## src/rtl/uart_puf.sv

```systemverilog
// uart_puf: 8N1 UART sending '0'+tx_bit on request and keeping a 64-bit history of received bytes.
module uart_puf #(
  parameter int CLKS_PER_SAMPLE = 651
) (
  input  logic        clk,
  input  logic        rst,
  input  logic        rx,
  output logic        tx,
  input  logic        transmit,
  input  logic [1:0]  tx_bit,
  output logic        received,
  output logic [63:0] rx_byte,
  output logic        is_receiving,
  output logic        is_transmitting,
  output logic        recv_error,
  output logic [3:0]  rx_samples,
  output logic [3:0]  rx_sample_countdown
);
  localparam int PW = $clog2(CLKS_PER_SAMPLE + 1);
  localparam logic [PW-1:0] PMAX = PW'(CLKS_PER_SAMPLE - 1);
  typedef enum logic [2:0] {IDLE, CHECK_START, READ_BITS, CHECK_STOP, ERROR_WAIT} rx_state_t;
  rx_state_t   rx_st_q, rx_st_d;
  logic        rx_m_q, rx_s_q;
  logic [PW-1:0] rx_pre_q, rx_pre_d, tx_pre_q, tx_pre_d;
  logic [3:0]  cd_q, cd_d, ones_q, ones_d, cnt_q, cnt_d;
  logic [2:0]  nbit_q, nbit_d;
  logic [7:0]  data_q, data_d;
  logic [63:0] hist_q, hist_d;
  logic        received_q, received_d, err_q, err_d;
  logic        busy_q, busy_d;
  logic [3:0]  tcnt_q, tcnt_d, idx_q, idx_d;
  logic [9:0]  sh_q, sh_d;
  logic        rx_tick, tx_tick, fire;
  assign rx_tick = rx_pre_q == PMAX;
  assign tx_tick = tx_pre_q == PMAX;
  assign fire    = rx_tick && cd_q == 4'd0;
  always_comb begin
    rx_st_d    = rx_st_q;
    rx_pre_d   = rx_tick ? '0 : rx_pre_q + 1'b1;
    cd_d       = (rx_tick && cd_q != 4'd0) ? cd_q - 4'd1 : cd_q;
    ones_d     = ones_q;
    cnt_d      = cnt_q;
    nbit_d     = nbit_q;
    data_d     = data_q;
    hist_d     = hist_q;
    received_d = 1'b0;
    err_d      = 1'b0;
    case (rx_st_q)
      IDLE: if (!rx_s_q) begin
        rx_st_d  = CHECK_START;
        cd_d     = 4'd7;
        rx_pre_d = '0;
      end
      CHECK_START: if (fire) begin
        rx_st_d = rx_s_q ? IDLE : READ_BITS;
        cd_d    = rx_s_q ? 4'd0 : 4'd15;
        nbit_d  = 3'd0;
      end
      READ_BITS: if (fire) begin
        data_d  = {rx_s_q, data_q[7:1]};
        cd_d    = 4'd15;
        nbit_d  = nbit_q + 3'd1;
        rx_st_d = (nbit_q == 3'd7) ? CHECK_STOP : READ_BITS;
      end
      CHECK_STOP: if (fire) begin
        received_d = rx_s_q;
        err_d      = !rx_s_q;
        hist_d     = rx_s_q ? {hist_q[55:0], data_q} : hist_q;
        cnt_d      = rx_s_q ? cnt_q + 4'd1 : cnt_q;
        ones_d     = 4'd0;
        rx_st_d    = rx_s_q ? IDLE : ERROR_WAIT;
      end
      ERROR_WAIT: if (rx_tick) begin
        // need 16 consecutive high ticks before the line counts as idle again
        ones_d  = rx_s_q ? ones_q + 4'd1 : 4'd0;
        rx_st_d = (rx_s_q && ones_q == 4'd15) ? IDLE : ERROR_WAIT;
      end
      default: rx_st_d = IDLE;
    endcase
  end
  always_comb begin
    busy_d   = busy_q;
    tx_pre_d = tx_tick ? '0 : tx_pre_q + 1'b1;
    tcnt_d   = tcnt_q;
    idx_d    = idx_q;
    sh_d     = sh_q;
    if (!busy_q) begin
      if (transmit) begin
        busy_d   = 1'b1;
        tx_pre_d = '0;
        tcnt_d   = 4'd0;
        idx_d    = 4'd0;
        sh_d     = {1'b1, 8'h30 + {6'd0, tx_bit}, 1'b0};
      end
    end else if (tx_tick) begin
      tcnt_d = tcnt_q + 4'd1;
      if (tcnt_q == 4'd15) begin
        sh_d   = {1'b1, sh_q[9:1]};
        idx_d  = idx_q + 4'd1;
        busy_d = idx_q != 4'd9;
      end
    end
  end
  always_ff @(posedge clk or posedge rst) begin
    if (rst) begin
      rx_m_q     <= 1'b1;
      rx_s_q     <= 1'b1;
      rx_st_q    <= IDLE;
      rx_pre_q   <= '0;
      cd_q       <= 4'd0;
      ones_q     <= 4'd0;
      cnt_q      <= 4'd0;
      nbit_q     <= 3'd0;
      data_q     <= 8'd0;
      hist_q     <= 64'd0;
      received_q <= 1'b0;
      err_q      <= 1'b0;
      busy_q     <= 1'b0;
      tx_pre_q   <= '0;
      tcnt_q     <= 4'd0;
      idx_q      <= 4'd0;
      sh_q       <= '1;
    end else begin
      rx_m_q     <= rx;
      rx_s_q     <= rx_m_q;
      rx_st_q    <= rx_st_d;
      rx_pre_q   <= rx_pre_d;
      cd_q       <= cd_d;
      ones_q     <= ones_d;
      cnt_q      <= cnt_d;
      nbit_q     <= nbit_d;
      data_q     <= data_d;
      hist_q     <= hist_d;
      received_q <= received_d;
      err_q      <= err_d;
      busy_q     <= busy_d;
      tx_pre_q   <= tx_pre_d;
      tcnt_q     <= tcnt_d;
      idx_q      <= idx_d;
      sh_q       <= sh_d;
    end
  end
  assign tx                  = sh_q[0];
  assign received            = received_q;
  assign recv_error          = err_q;
  assign rx_byte             = hist_q;
  assign rx_samples          = cnt_q;
  assign rx_sample_countdown = cd_q;
  assign is_receiving        = rx_st_q != IDLE;
  assign is_transmitting     = busy_q;
endmodule

```

## config.mk

```make
export PLATFORM = sky130hd
export DESIGN_NAME = uart_puf
export DESIGN_NICKNAME = d
export VERILOG_FILES = /design/src/rtl/uart_puf.sv
export SDC_FILE = /design/constraint.sdc
export NUM_CORES = 1
export LEC_CHECK = 0
export CAP_MARGIN = 40
export CORE_MARGIN = 4
export CORE_UTILIZATION = 54
export DETAILED_ROUTE_END_ITERATION = 8
export PLACE_DENSITY = 0.88
export SYNTH_ARGS = -nofsm -noshare
export SYNTH_HDL_FRONTEND = slang
export SYNTH_SLANG_ARGS = --single-unit
```

## constraint.sdc

```tcl
create_clock -name clk -period 4.2 [get_ports clk]
set_input_delay 0.42 -clock clk [delete_from_list [all_inputs] [get_ports clk]]
set_output_delay 0.42 -clock clk [all_outputs]
set_load 0.01 [all_outputs]
```

======== Word-level counts from Yosys, hierarchy flattened ========
Cells that the tools add are included.
word-level totals
  register bits after elaboration ......... 133
  output and inout port bits .............. 77
  memory bits (writable) .................. 0
  bits of input ports ..................... 6
  memories kept ........................... 0
  logic and storage cells ................. 108
  bits in latches ......................... 0
  bits in read-only memories .............. 0
cells by class
  mux-type cells .......................... 47
  equality and inequality tests ........... 17
  add/subtract/negate cells ............... 9
  div/mod/pow operators ................... 0
  reductions and logical operators ........ 18
  bitwise gates (word level) .............. 0
  shifts and indexed selects .............. 0
  multiply operators ...................... 0
  order comparisons ....................... 0
operator list
  operator                                              number
  two-way mux 10 bit                                    10
  two-way mux 4 bit                                     14
  two-way mux 3 bit                                     9
  adder 10 x 1 -> 10 bit (second input constant)        2
  equality test 10 bit (second input constant)          2
  adder 4 x 1 -> 4 bit (second input constant)          4
  one-hot mux 3 bit (5 select lines)                    1
  one-hot mux 4 bit (3 select lines)                    1
  AND reduction 3 bit                                   4
  != test 2 bit (second input constant)                 5
  two-way mux 1 bit                                     9
  equality test 4 bit (second input constant)           2
  one-hot mux 4 bit (2 select lines)                    1
  adder 6 x 2 -> 7 bit (first input constant)           1
  equality test 3 x 2 -> 1 bit (second input constant)  2
  equality test 3 bit (second input constant)           2
  one-hot mux 3 bit (2 select lines)                    1
  nonzero test 2 bit                                    3
  AND reduction 5 bit                                   1
  zero test 4 bit                                       1
  != test 2 x 1 -> 1 bit (second input constant)        2
  != test 4 bit (second input constant)                 1
  AND reduction 2 bit                                   2
  nonzero test 4 bit                                    1
  other kinds (8)                                       10

======== Depth between registers and ports, before layout ========
  word-level depth ........................ 5
  mapped depth ............................ 8
  mapped depth without buffers ............ 6

======== Worst setup path before layout ========
OpenSTA, ideal clock, no wires.
  path kind ............................... reg-to-reg
  start ................................... register cd_q[0] (netlist: rx_sample_countdown[0])
  end ..................................... register hist_q[47] (netlist: rx_byte[47])
  path buffers ............................ 2
  required time ........................... 4.073 ns
  stages on the path, launching flop included .. 9
  arrival time ............................ 2.018 ns
  period minus slack after synthesis ...... 2.145 ns
  path slack .............................. 2.055 ns
  cell sequence ........................... dfrtp_1 inv_1 ha_1 nor4b_4 nand4_2 nor3_2 buf_4 buf_6 mux2_1
between the ends
  word-level cells in the longest chain between the ends .. 3
ends and longest elaborated chain
  what                                  line  source
  start: declaration                    25    logic [3:0] cd_q, cd_d, ones_q, ones_d, cnt_q, cnt_d;
  start signal: assignment              110   cd_q <= 4'd0;
  start signal: assignment              128   cd_q <= cd_d;
  zero test 4 bit                       36    assign fire = rx_tick && cd_q == 4'd0;
  logical AND 1 bit                     36
  AND reduction 3 bit (no source line)  --
  end signal: assignment                133   hist_q <= hist_d;
  end: declaration                      28    logic [63:0] hist_q, hist_d;
Every way passes these cells.
A chain may end at the register's enable or synchronous reset.

======== Worst setup path in the final report ========
  start ................................... register cd_q[0] (netlist: rx_sample_countdown[0])
  end ..................................... register hist_q[18] (netlist: rx_byte[18])
The elaborated chain is that of the path after synthesis.

==> flow_metrics.env <==
export IMPL_status="finished, final reports clean"
export IMPL_crit_type="register to register"
export IMPL_grt_overflow_total=0
export IMPL_rsz0062_at_grt="false"
export IMPL_drv_slew=0
export IMPL_grt_max_degree=77
export IMPL_clockBufferDepth=2
export IMPL_arrival_ns=3.17
export IMPL_cts_buffers=17
export IMPL_clkTransAtPathRegs_ns=0.06
export IMPL_wl_per_cell_um=19.6
export IMPL_io_pins=83
export IMPL_critPathMaxStageDelay_ns=0.68
export IMPL_ir_drop_mv=0.249
export IMPL_setup_viol=0
export IMPL_diodes=0
export IMPL_critical_path_buf_inv_count=2
export IMPL_die_height_um=112
export IMPL_cts_tree="done"
export IMPL_synth_seq_cells=132
export IMPL_drive_gt1_share_pct=14.1
export IMPL_p_switching_mw=0.604
export IMPL_r2r_start="rx_sample_countdown[0]"
export IMPL_critPathSlowestCell="buf_4"
export IMPL_powerDensity_nw_per_um2=397
export IMPL_port_buffers=82
export IMPL_fin_crit_ns=2.79
export IMPL_setup_tns_ns=0
export IMPL_ys_top_cells_by_count="dfrtp_1 (121), mux2_1 (49), nor2_1 (32)"
export IMPL_nets=559
export IMPL_path_max_fanout=66
export IMPL_via_per_inst=5.73
export IMPL_relSlewSlack_pct=40.4
export IMPL_synthDistinctLibCells=56
export IMPL_synthFlopType="dfrtp_1"
export IMPL_path_cells="inv_1 > ha_1 > nor4b_4 > nand4_2 > nor3_4 > buf_4 > mux2_1"
export IMPL_clk_latency_ns=0.52
export IMPL_dieArea_um2=12500
export IMPL_p_seq_share_pct=43.5
export IMPL_post_cts_resized=0
export IMPL_rr_worst_depth=7
export IMPL_start_util_pct=55.9
export IMPL_place_gp_congestion=0.844
export IMPL_first_pass_iters=5
export IMPL_worstMarginPinSlew_ns=0.888
export IMPL_finalCritPeriodShare_pct=66.3
export IMPL_hold_buffers=0
export IMPL_grt_pass1_vias=4215
export IMPL_cp_startpoint="rx_sample_countdown[0]"
export IMPL_avgSynthCellArea_um2=12.9
export IMPL_ys_warn_count=0
export IMPL_antenna_found_initial=0
export IMPL_core_um2=10400
export IMPL_yosys_cell_count_top_type="dfrtp_1"
export IMPL_hold_viol_final=0
export IMPL_yosysTopAreaCell="dfrtp_1"
export IMPL_vias=3947
export IMPL_totalWireLength_um=13500
export IMPL_post_dp_hpwl_um=8290
export IMPL_leakage_nw=3.47
export IMPL_htree_levels=4
export IMPL_power_share_switching_pct=20.6
export IMPL_grt_pass1_wl_um=22600
export IMPL_power_mw=2.94
export IMPL_yosys_top_cells_area="dfrtp_1 (52%), mux2_1 (9.5%), dfstp_2 (5.0%), mux2_2 (3.3%), ha_1 (2.6%)"
export IMPL_synth_top_area_share_pct=52.0
export IMPL_p_int_mw=2.33
export IMPL_endpoint_kind="register"
export IMPL_synth_fp_nets=470
export IMPL_die_w_um=112
export IMPL_synth_edf_count=0
export IMPL_r2r_end="rx_byte[18]"
export IMPL_cts_setup_buffers=0
export IMPL_ant_nets=0
export IMPL_ys_seq_area_share_pct=57.0
export IMPL_crit_end="rx_byte[18]"
export IMPL_crit_family="simple AND/OR/NAND/NOR gates"
export IMPL_clkPwrFrac_pct=55.4
export IMPL_comb_power_share_pct=1.1
export IMPL_drtIter0Drc=275
export IMPL_required_ns=4.58
export IMPL_hold_path_class="primary input to register"
export IMPL_r2r_setup_slack_ns=1.41
export IMPL_drv_cap=0
export IMPL_crit_cells=7
export IMPL_rows=37
export IMPL_synth_async_reset_ratio_pct=100
export IMPL_fmax_mhz=359
export IMPL_start_kind="register"
export IMPL_cts_sinks=132
export IMPL_cts_root_buf="clkbuf_8"
export IMPL_synthCells=452
export IMPL_drc=0
export IMPL_groute_usage_overall_pct=22.8
export IMPL_syn_area_um2=5820
export IMPL_fin_worst_skew_ns=0.0109
export IMPL_synthToLayoutAreaGrowth_pct=27.1
## logic make-up after synthesis
logic type	after synthesis	synth area share [%]
flops	132	57.0
simple gates	135	13.7
mux	82	16.2
buf+inv	25	2.41
compound gates	44	4.82
xor+xnor	22	3.31
fa+ha+maj	12	2.58
## stage by stage
| stage | util, % | instance area [µm²] | worst slack (ns) | hold slack [ns] | cells |
|---|---|---|---|---|---|
| 6_report | 71.0 | 7390 | 1.41 | 0.317 | 689 |
| 5_1_grt | 71.0 | 7390 | 1.19 | 0.304 | 689 |
| 4_1_cts | 71.0 | 7390 | 1.42 | 0.302 | 689 |
| 3_5_place_dp | 64.8 | 6750 | 1.51 | 0.350 | 658 |
| 3_3_place_gp | 64.8 | 6750 | 1.60 | 0.347 | 658 |
| 2_1_floorplan | - | 5820 | 0.272 | 0.345 | 452 |
## per-layer routing
layer | share of wire [%] | global-route usage [%] | wire length [µm] | vias up
met3 | 4.4 | 6.74 | 588 | 19
met2 | 53 | 39.1 | 7140 | 129
li1 | - | - | - | 1804
met4 | 1.6 | 7.14 | 218 | 0
met1 | 41 | 27.9 | 5530 | 1995
met5 | 0 | 0 | 0 | -
## cells in the final DEF (no fill, tap or decap), drive strengths merged, types with 3 or more instances in the layout
master and instances:
clkdlybuf4s50 82, o31ai 4, nor4 5, inv 16, nand3 13, clkbuf 18
a21oi 8, o41ai 5, or3 3, nor2 32, nor3 11, xnor2 11
ha 12, nand2b 6, dfrtp 121, nand4 10, mux2i 8, clkinv 3
nand2 27, o21ai 16, dfstp 11, xor2 11, nor3b 5, mux2 74
and4 3, bufinv 5
## layout make-up
| type | count | area, µm² |
|---|---|---|
| clock buffers | 18 | 428 |
| clock inverters | 13 | 220 |
| repair buffers | 84 | 848 |
| flip-flops and latches | 132 | 3320 |
| inverters | 11 | 43.8 |
| multi-input cells | 295 | 2370 |
| fillers | 657 | 3020 |
| well taps | 136 | 170 |
## state kept, by name (all words and copies together) (netlist names), 4 cells and up
name                 cells
rx_byte                 64
rx_pre_q                10
tx_pre_q                10
sh_q                     9
data_q                   8
idx_q                    4
ones_q                   4
rx_sample_countdown      4
rx_samples               4
tcnt_q                   4
## worst min path at each step
stage,start,depth (start not counted),end,slack [ns]
2_1_floorplan,rx_m_q,0,rx_s_q,0.35
3_3_place_gp,rx_m_q,0,rx_s_q,0.35
3_5_place_dp,rx_m_q,0,rx_s_q,0.35
4_1_cts,rx,1,rx_m_q,0.30
5_1_grt,rx,1,rx_m_q,0.30
6_report,rx,1,rx_m_q,0.32
## power by group through the flow
stage	Sequential, mW	Clock [mW]	Combinational [mW]
2_1_floorplan	1.30	0	0.0212
3_3_place_gp	1.30	0	0.0341
3_5_place_dp	1.30	0	0.0355
4_1_cts	1.28	1.64	0.0357
5_1_grt	1.28	1.71	0.0394
6_report	1.28	1.62	0.0337
## worst register-to-register path: stages (launching register included)
cell	delay [ns]
dfrtp_1	0.41
inv_1	0.08
ha_1	0.25
nor4b_4	0.36
nand4_2	0.24
nor3_4	0.17
buf_4	0.68
mux2_1	0.46
(Power assumes the default switching activity.)
==> patch 1: new RTL, same flow settings <==
Change the parameter `CLKS_PER_SAMPLE` from 651 to 325.
--- a/src/rtl/uart_puf.sv
+++ b/src/rtl/uart_puf.sv
@@ -2,3 +2,3 @@
 module uart_puf #(
-  parameter int CLKS_PER_SAMPLE = 651
+  parameter int CLKS_PER_SAMPLE = 325
 ) (
Formal check against the unedited RTL: no difference found for any inputs over 10 cycles, from zero or initial values and one cycle with rst high; that may be too few to reach the edited logic, so the function may still have changed.
==> patch 1 against the unedited design <==
- routed wire length down 6.4%
- cell area fell by 3.3%
- first-iteration DRC count fell by 13%
- synthesized area decreased by 3.4%
- sequential cell count shrank 2
- worst setup slack worse by 0.026 ns
- non-clock buffer count stayed put
Power is not compared: it rests on default switching activity, and its combinational part moved more than twofold at a synthesized area within 25%.
==> patch 1: results (changes against the unedited design) <==
[timing]
finClkSkew_ns=0.00594  ; -0.00492 ns
holdWs_ns=0.308  ; -0.00904 ns
fmax_ghz=0.356  ; -0.92%
tightest_slew_ns=0.839  ; -0.0485 ns

[layout]
inverters=14  ; +3
finalNetCount=543  ; -2.9%
seqCellArea_um2=3270  ; -1.5%
drive_above_1_share_pct=23.6  ; +9.5 points
num-clock-buffers=22  ; +4
clkCellAreaFrac_pct=8.42  ; -0.35 points
area_growth_pct=27.2  ; about the same
layout.nonclk_buf_share_pct=11.9  ; +0.40 points
fill_cells=630  ; -4.1%
multi_input_cells=278  ; -5.8%
multiInputGateArea_um2=2210  ; -6.7%

[grt]
grt_max_degree=71  ; -7.8%
grt_pass1_wl_um=20400  ; -9.8%
grt_pass1_vias=3994  ; -5.2%
grt_usage_pct=22.2  ; -0.63 points

[worst_setup_path]
r2r-end=rx_byte[41]
path_max_fanout=68  ; +3.0%
r2r_slack_ns=1.39  ; -0.03 ns
arrival_ns=3.21  ; +0.04 ns
path_delay_family=simple AND/OR/NAND/NOR gates
worstRegToRegCells=6  ; -1

[synthesis]
synthTopCellsByArea=dfrtp_1 (53%), mux2_2 (15%), dfstp_2 (5.1%), ha_1 (2.7%), xor2_1 (2.2%)
synth.distinct_cells=55  ; -1.8%
yosysSeqAreaShare_pct=58.1  ; +1.1 points
syn_nets=459  ; -2.3%
ys_top_cells_by_count=dfrtp_1 (119), mux2_2 (73), nor2_1 (30)
ys_seq_elements=130  ; -1.5%
avgSynthCellArea_um2=12.7  ; -0.99%

[place]
routabilityCongestion=0.813  ; -3.7%
placed_cell_area_um2=6550  ; -3.0%
post-place-cells=639  ; -2.9%
hpwl_um=7950  ; -4.0%

[route]
wl_met2_um=6740  ; -5.7%
route.vias.total=3807  ; -3.5%
drt-total-wl_um=12600  ; -6.4%
met3_length_um=531  ; -9.7%
drt_iter0_drc=240  ; -13%
wl_met1_um=5050  ; -8.8%
routed_via_density=5.68  ; -0.81%

[status]
outcome=complete, no violations

[power]
ir_drop_mv=0.332

[cts]
cts.htree.levels=4  ; unchanged

[floorplanning]
num_tap_cells=133  ; -2.2%

[patch 1: cell families after synthesis]
kind of cell / share of synthesized area, %
flip-flops: 58.1
AND/OR/NAND/NOR: 11.9
multiplexers: 15.3
AO/OA/AOI/OAI: 6.48
buffers and inverters: 2.56
XOR/XNOR: 2.96
adder cells (fa/ha/maj): 2.67
[patch 1: how the worst max path moves through the flow]
stage / from / depth (start not counted) / end / slack, ns
finish: rx_sample_countdown[0] / 6 / rx_byte[41] / 1.39
floorplan: rst / 1 / data_q[0] / 0.33
global route: rx_sample_countdown[0] / 7 / rx_samples[3] / 1.28
global placement: rx_sample_countdown[0] / 6 / rx_byte[35] / 1.52
detailed placement: rx_sample_countdown[0] / 6 / rx_byte[41] / 1.43
CTS: rx_sample_countdown[0] / 6 / rx_byte[41] / 1.42
[patch 1: routing by layer]
metal | vias to the layer above | global-route usage, %
li1 | 1755 | -
met1 | 1915 | 26.1
met2 | 110 | 39.0
met3 | 27 | 5.53
met4 | 0 | 8.82
met5 | - | 0
==> patch 2: new RTL, same flow settings <==
Made on the original files. Re-encode `rx_state_t` (5 states) as one-hot, 5 bits wide.
--- a/src/rtl/uart_puf.sv
+++ b/src/rtl/uart_puf.sv
@@ -20,3 +20,3 @@
   localparam logic [PW-1:0] PMAX = PW'(CLKS_PER_SAMPLE - 1);
-  typedef enum logic [2:0] {IDLE, CHECK_START, READ_BITS, CHECK_STOP, ERROR_WAIT} rx_state_t;
+  typedef enum logic [4:0] {IDLE = 5'b00001, CHECK_START = 5'b00010, READ_BITS = 5'b00100, CHECK_STOP = 5'b01000, ERROR_WAIT = 5'b10000} rx_state_t;
   rx_state_t   rx_st_q, rx_st_d;
Formal check against the unedited RTL: no difference found for any inputs over 10 cycles, from zero or initial values and one cycle with rst high; not proved beyond that.
==> patch 2 against the unedited design <==
- worst setup slack improved by 0.021 ns
- largest cell class unchanged
- routed wire length fell by 1.8%
- cell area rose by 0.58%
- count of clock-buffer cells in the layout did not move
- sequential cell count rose by 2
- critical path type unchanged
- die area rose by 2.4%
- fmax rose by 0.76%
- synthesized area rose by 2.6%
Power is not compared: it rests on default switching activity, and its combinational part moved more than twofold at a synthesized area within 25%.
==> patch 2: results (changes against the unedited design) <==
[status]
outcome=complete, no violations

[timing]
finClkSkew_ns=0.00767  ; -0.00319 ns
holdWs_ns=0.162  ; -0.155 ns
tightest_slew_ns=0.821  ; -0.0674 ns

[route]
wl_met2_um=6880  ; -3.7%
route.vias.total=4238  ; +7.4%
met3_length_um=717  ; +22%
drt_iter0_drc=338  ; +23%
wl_per_cell_um=18.1  ; -7.4%
wl_met1_um=5330  ; -3.7%

[synthesis]
ys_top_cells_by_count=dfrtp_1 (122), mux2_2 (76), nor2_1 (41)
avgSynthCellArea_um2=12.0  ; -6.5%
synthTopCellsByArea=dfrtp_1 (51%), mux2_2 (14%), dfstp_2 (5.3%), nor2_1 (2.6%), ha_1 (2.5%)
yosys-mux-area-fraction_pct=14.7  ; -1.5 points
syn_nets=514  ; +9.4%
synth_adder_area_share_pct=2.52  ; -0.065 points
synth_xor_xnor_area_share_pct=3.38  ; +0.063 points
synth.distinct_cells=52  ; -7.1%
yosysSeqAreaShare_pct=56.4  ; -0.57 points

[grt]
grt_max_degree=123  ; +60%
grt_pass1_wl_um=22000  ; -2.7%
grt_usage_pct=21.6  ; -1.2 points
grt_pass1_vias=4447  ; +5.5%

[worst_setup_path]
worstRegToRegCells=6  ; -1
r2r_slack_ns=1.43  ; +0.02 ns
path_max_fanout=68  ; +3.0%
endpoint=rx_byte[39]

[power]
totalPowerFinal_mw=3.08

[place]
dp_slack_ns=1.50  ; -0.00997 ns
hpwl_um=8350  ; +0.74%
post-place-cells=699  ; +6.2%
routabilityCongestion=0.906  ; +7.4%
placed_cell_area_um2=6890  ; +2.2%

[hold_path]
hold_class=input port to asynchronous set/reset pin

[layout]
finalNetCount=596  ; +6.6%
largest_register_ffs=64  ; unchanged
final_cells=731  ; +6.1%

[cts]
root_buffer=clkbuf_8

patch 2: worst max-delay path, stage by stage (launching register included):
cell and delay (ns):
dfrtp_1 0.43, inv_1 0.11, ha_1 0.20, or3b_2 0.55, nor3_4 0.22, buf_4 0.67, mux2_2 0.42
patch 2: layout make-up:
type                       instances  area [um2]
fill                             723        3400
sequential                       134        3370
multi-input combinational        326        2440
timing repair buffer              84         848
clock buffer                      18         428
tap                              140         175
clock inverter                    14         115
inverter                          15        58.8
patch 2: per-layer routing:
| layer | global-route usage, % | vias to the layer above |
|---|---|---|
| met5 | 0 | - |
| met4 | 8.65 | 0 |
| met3 | 5.08 | 30 |
| met2 | 36.5 | 173 |
| met1 | 27.0 | 2109 |
| li1 | - | 1926 |
patch 2: kinds of logic (layout without fill, tap and decap cells):
group	after synthesis	after routing
simple gates	151	151
flops	134	134
mux	78	78
compound gates	62	62
buf+inv	36	131
xor+xnor	23	23
fa+ha+maj	12	12
